==> config.mk <==
export PLATFORM = sky130hd
export DESIGN_NAME = instr_sequencer
export DESIGN_NICKNAME = d
export VERILOG_FILES = /design/src/rtl/instr_sequencer.sv
export SDC_FILE = /design/constraint.sdc
export NUM_CORES = 1
export LEC_CHECK = 0
export ABC_AREA = 1
export BUFFER_PORTS_ARGS = -buffer_cell sky130_fd_sc_hd__buf_2
export CORE_UTILIZATION = 35
export DETAILED_ROUTE_END_ITERATION = 10
export MAX_ROUTING_LAYER = met4
export SETUP_SLACK_MARGIN = 0.15
export SLEW_MARGIN = 20
export SYNTH_ARGS = -nofsm -noshare
export SYNTH_HDL_FRONTEND = slang
export SYNTH_SLANG_ARGS = --single-unit
==> constraint.sdc <==
create_clock -name clk_i -period 1.68 [get_ports clk_i]
set_input_delay 0.252 -clock clk_i [delete_from_list [all_inputs] [get_ports clk_i]]
set_output_delay 0.252 -clock clk_i [all_outputs]
set_load 0.01 [all_outputs]
==> src/rtl/instr_sequencer.sv <==
// rtl/instr_sequencer.sv - multi-cycle fetch/decode/exec/mem sequencer for the X9 core
//
// Owns the program counter and steps each instruction through FETCH, DECODE,
// EXEC and MEM. It turns the control decoder's strobes into per-phase enables
// for the register file and the data memory.
//
// Optional feature: define SEQ_INSTR_COUNT_EN to build the saturating
// retired-instruction counter. Without it, instr_count_o is tied to 0.
//
// Ports
//   clk_i            rising-edge clock
//   reset_i          asynchronous active-high reset
//   start_i          begin execution at start_addr_i (accepted in IDLE/DONE only)
//   start_addr_i     first instruction address
//   halt_i           current IR is a halt (sampled in DECODE)
//   branch_i         decoder Branch strobe
//   mem_read_i       decoder MemRead strobe
//   mem_write_i      decoder MemWrite strobe
//   reg_write_i      decoder RegWrite strobe
//   branch_taken_i   ALU condition result (sampled in EXEC)
//   branch_target_i  resolved branch target (sampled in EXEC)
//   mem_ready_i      data memory access complete (sampled in MEM)
//   pc_o             registered program counter
//   ir_load_o        load IR from ROM[pc_o]
//   mem_req_o        data memory request
//   mem_we_o         data memory write enable (only with mem_req_o)
//   rf_we_o          register-file write enable
//   busy_o           sequencer is running an instruction
//   done_o           program halted
//   instr_count_o    retired-instruction count
module instr_sequencer #(
  parameter int PCW  = 10,
  parameter int CNTW = 16
) (
  input  logic            clk_i,
  input  logic            reset_i,
  input  logic            start_i,
  input  logic [PCW-1:0]  start_addr_i,
  input  logic            halt_i,
  input  logic            branch_i,
  input  logic            mem_read_i,
  input  logic            mem_write_i,
  input  logic            reg_write_i,
  input  logic            branch_taken_i,
  input  logic [PCW-1:0]  branch_target_i,
  input  logic            mem_ready_i,
  output logic [PCW-1:0]  pc_o,
  output logic            ir_load_o,
  output logic            mem_req_o,
  output logic            mem_we_o,
  output logic            rf_we_o,
  output logic            busy_o,
  output logic            done_o,
  output logic [CNTW-1:0] instr_count_o
);

  typedef enum logic [2:0] {
    S_IDLE   = 3'd0,
    S_FETCH  = 3'd1,
    S_DECODE = 3'd2,
    S_EXEC   = 3'd3,
    S_MEM    = 3'd4,
    S_DONE   = 3'd5
  } state_e;

  state_e         state_q, state_d;
  logic [PCW-1:0] pc_q, pc_d;
  logic           start_accept;
  logic           retire;

  // start is only honoured while the sequencer is parked.
  assign start_accept = ((state_q == S_IDLE) || (state_q == S_DONE)) && start_i;
  // An instruction retires when it leaves EXEC, or leaves MEM on mem_ready.
  assign retire = (state_q == S_EXEC) || ((state_q == S_MEM) && mem_ready_i);

  // State register
  always_ff @(posedge clk_i or posedge reset_i) begin
    if (reset_i) begin
      state_q <= S_IDLE;
    end else begin
      state_q <= state_d;
    end
  end

  // Next-state logic
  always_comb begin
    state_d = state_q;
    case (state_q)
      S_IDLE, S_DONE: begin
        if (start_i) state_d = S_FETCH;
      end
      S_FETCH: state_d = S_DECODE;
      S_DECODE: begin
        // halt wins over a memory op, which wins over ALU/branch.
        if (halt_i)                         state_d = S_DONE;
        else if (mem_read_i || mem_write_i) state_d = S_MEM;
        else                                state_d = S_EXEC;
      end
      S_EXEC: state_d = S_FETCH;
      S_MEM: begin
        if (mem_ready_i) state_d = S_FETCH;
      end
      default: state_d = S_IDLE;
    endcase
  end

  // Output logic: busy/done/ir_load/mem_req depend on state only;
  // rf_we/mem_we additionally qualify the decoder strobes.
  always_comb begin
    ir_load_o = 1'b0;
    mem_req_o = 1'b0;
    mem_we_o  = 1'b0;
    rf_we_o   = 1'b0;
    busy_o    = 1'b0;
    done_o    = 1'b0;
    case (state_q)
      S_IDLE: ;
      S_FETCH: begin
        busy_o    = 1'b1;
        ir_load_o = 1'b1;
      end
      S_DECODE: busy_o = 1'b1;
      S_EXEC: begin
        busy_o  = 1'b1;
        rf_we_o = reg_write_i;
      end
      S_MEM: begin
        busy_o    = 1'b1;
        mem_req_o = 1'b1;
        mem_we_o  = mem_write_i;
        // Load data is only valid in the completing cycle.
        rf_we_o   = mem_ready_i && mem_read_i && reg_write_i;
      end
      S_DONE: done_o = 1'b1;
      default: ;
    endcase
  end

  // Program counter: updated on the edge leaving EXEC or MEM so the next
  // FETCH already addresses the new instruction. Increment wraps naturally.
  always_comb begin
    pc_d = pc_q;
    if (start_accept) begin
      pc_d = start_addr_i;
    end else if ((state_q == S_EXEC) && branch_i && branch_taken_i) begin
      pc_d = branch_target_i;
    end else if (retire) begin
      pc_d = pc_q + PCW'(1);
    end
  end

  always_ff @(posedge clk_i or posedge reset_i) begin
    if (reset_i) begin
      pc_q <= '0;
    end else begin
      pc_q <= pc_d;
    end
  end

  assign pc_o = pc_q;

`ifdef SEQ_INSTR_COUNT_EN
  logic [CNTW-1:0] cnt_q, cnt_d;

  // Saturating count of retired instructions, cleared on an accepted start.
  always_comb begin
    cnt_d = cnt_q;
    if (start_accept) begin
      cnt_d = '0;
    end else if (retire && (cnt_q != {CNTW{1'b1}})) begin
      cnt_d = cnt_q + CNTW'(1);
    end
  end

  always_ff @(posedge clk_i or posedge reset_i) begin
    if (reset_i) begin
      cnt_q <= '0;
    end else begin
      cnt_q <= cnt_d;
    end
  end

  assign instr_count_o = cnt_q;
`else
  assign instr_count_o = '0;
`endif

endmodule

==> impl_metrics.csv <==
group,metric,value,unit
cts,cts_hold_buf,0,
detailed_routing,postRouteAntennaNets,0,
cts,cts.sinks,13,
worst_setup_path,crit_type,"reg -> out",
power,p_total,2.92,mW
detailed_routing,wl,3280,um
die,initial_core_util,0.367,
die,ioPinCount,62,
layout,layout.nets,304,
die,core-area,0.00336,mm2
synth,yosys-top-cells-area,"dfrtp_1, nand2_1, inv_1, buf_4, nand3_1",
synth,ys_types,24,
layout,antenna_cells,0,
place,gp_congestion,0.843,
worst_setup_path,worstPathRequired,1.43,ns
worst_setup_path,r2r_end,"pc_o[0]",
synth,seq_area_frac_synth,0.264,
cts,clk_path_buf_depth,2,
timing,min_period,1.56,ns
power,vdd_drop_max,0.000980,V
worst_setup_path,cp_max_fo,4,
die,die_area,0.00377,mm2
timing,finalHoldViolCount,13,
global_routing,first_global_vias,1163,
synth,syn_avg_cell_area,6.02,um2
global_routing,grt_pass1_wl,4970,um
synth,synth_warnings,0,
global_routing,grtUsageMet2,0.300,
worst_setup_path,worst-r2r-setup-slack,0.24,ns
die,core.rowCount,21,
die,die_y,61.4,um
power,leakagePower,1.02,nW
worst_setup_path,critPathMaxStageDelay,0.43,ns
power,pwr_density_cell,1710,mW/mm2
timing,fin_crit_sh,0.931,
cts,cts_tree,"built",
detailed_routing,routed_via_density,4.40,
job,cap_violations,0,
global_routing,gr-total-overflow,0,
status,status,"finished, violations left",
detailed_routing,dr.pass1.iters,4,
timing,holdWs,-0.00369,ns
synth,postSynthCellCount,205,
timing,fmax,639,MHz
worst_setup_path,crit_chain,"buf_6, inv_4, nor3_4, inv_1, nand3_1, buf_2",
detailed_routing,vias,1399,
worst_setup_path,cp.buffers_inverters,4,
worst_setup_path,crit_family,"flip-flops",
synth,synth_seq_cells,13,
global_routing,antenna_found_initial,0,
cts,cts_made_buffers,3,
global_routing,busiest_layer,"met2",
timing,setup_tns,0,ns
worst_setup_path,end_kind,"primary output",
timing,drv_slew,0,
status,violations,"hold timing",
place,dp_hpwl,2340,um
cts,clk_latency,0.28,ns
synth,syn_area,0.00123,mm2
timing,fin_skew,0.00181,ns
detailed_routing,drtIter0Drc,36,
timing,worstMarginPinSlew,0.535,ns
layout,syn2layout_area_growth,38.4,%
hold_path,hp-class,"in -> async",
worst_setup_path,rr_startpoint,"state_q[0]",
synth,post-synth-top-area-cell,"dfrtp_1",
global_routing,grtUsageMet3,0.0231,
timing,finalSetupViolations,0,
global_routing,gr-usage-met1,0.232,
worst_setup_path,crit_path_start_kind,"flop",
detailed_routing,drc_errors,0,
timing,slew_headroom,0.643,
worst_setup_path,r2r_cells,10,
synth,yosysTopAreaCellShare,0.264,
cts,cts.reportedPaths.clkPinSlew,0.08,ns
timing,rsz0062_at_grt,"yes",
worst_setup_path,cp.arrival,1.31,ns
worst_setup_path,cp_slowest_cell,"dfrtp_2",
place,port_buffers,45,
global_routing,grt_max_degree,19,
global_routing,grtUsageTotal,0.185,
die,die_w,61.4,um
cts,clockRootBuffer,"clkbuf_4",
detailed_routing,wl_per_cell,10.3,um
layout,drive_gt1_frac,0.331,
cts,cts_max_level,1,
## logic make-up after synthesis
logic type / count (synthesis) / synth area share
AOI/OAI and AO/OA: 18 / 0.0862
adders and majority gates: 1 / 0.0101
buffers and inverters: 52 / 0.220
DFF: 13 / 0.264
other: 1 / 0.00304
and+or+nand+nor: 120 / 0.417
## synth_stat cells
| cell | number |
|---|---|
| nand2_1 | 71 |
| o211ai_1 | 3 |
| a21oi_1 | 3 |
| o21ai_1 | 3 |
| buf_2 | 1 |
| or2_2 | 1 |
| nand3_1 | 22 |
| conb_1 | 1 |
| o21bai_1 | 1 |
| or2_0 | 1 |
| dfrtp_1 | 13 |
| nor3_1 | 1 |
| nand2_2 | 1 |
| nand4_1 | 2 |
| o21ai_0 | 6 |
| nor2_1 | 17 |
| buf_4 | 16 |
| o31ai_1 | 1 |
| inv_1 | 33 |
| ha_1 | 1 |
| nand2_4 | 2 |
| nand3b_1 | 2 |
| buf_6 | 2 |
| a21oi_2 | 1 |
## metrics by stage
stage	instances	util	worst slack (ns)	hold slack (ns)	cell area, um2
2_1_floorplan	220	-	0.372	0.129	1290
3_3_place_gp	295	0.430	0.199	0.324	1450
3_5_place_dp	295	0.430	0.161	0.319	1450
4_1_cts	307	0.462	0.101	0.0104	1560
5_1_grt	318	0.508	0.0464	0.0339	1710
6_report	318	0.508	0.116	-0.00369	1710
## cell usage in the layout (no fill, tap or decap), types with 3 or more instances in the layout
cell | synthesis | layout
dfrtp_1 | 13 | 11
nand2_1 | 71 | 67
buf_2 | 1 | 44
nand3_1 | 22 | 20
o211ai_1 | 3 | 3
o21ai_1 | 3 | 4
buf_4 | 16 | 18
inv_1 | 33 | 30
clkbuf_4 | 0 | 3
buf_6 | 2 | 5
o21ai_0 | 6 | 5
conb_1 | 1 | 16
a21oi_1 | 3 | 3
nand2_2 | 1 | 4
nor2_1 | 17 | 14
## final cells by class
type                    count  area [um2]
multi-input cells         155         758
well taps                  46        57.6
inverters                  33         126
repair buffers             67         412
clock buffers               4        26.3
fillers                   386        1660
flip-flops and latches     13         328
## timing repair
item                                    in CTS  in global routing
setup buffers                                8                 11
resized for setup                            6                 21
pin swaps                                    5                  9
endpoints found under the setup margin       3                 15
## metal layers
| metal | share of wire | wire [um] |
|---|---|---|
| met2 | 0.48 | 1560 |
| met4 | 0.011 | 36 |
| met5 | 0 | 0 |
| met3 | 0.053 | 172 |
| met1 | 0.46 | 1510 |
## worst max path at each step
stage,to,slack (ns),start,cells past startpoint
final,busy_o,0.12,state_q[0],6
after CTS,rf_we_o,0.10,state_q[0],6
after floorplan,pc_o[7],0.37,state_q[1],9
after global routing,busy_o,0.05,state_q[0],6
after global placement,pc_o[0],0.20,state_q[1],8
after detailed placement,pc_o[1],0.16,state_q[0],8
## state kept, by name, indices dropped and copies added, names as in the netlist
signal and flops:
pc_o 10, state_q 3
## report_power, final
group | internal (mW) | switching (mW)
sequential | 0.475 | 0.208
combinational | 0.921 | 1.11
clock | 0.0921 | 0.111
total | 1.49 | 1.43
Power figures use the tool's default switching activity.
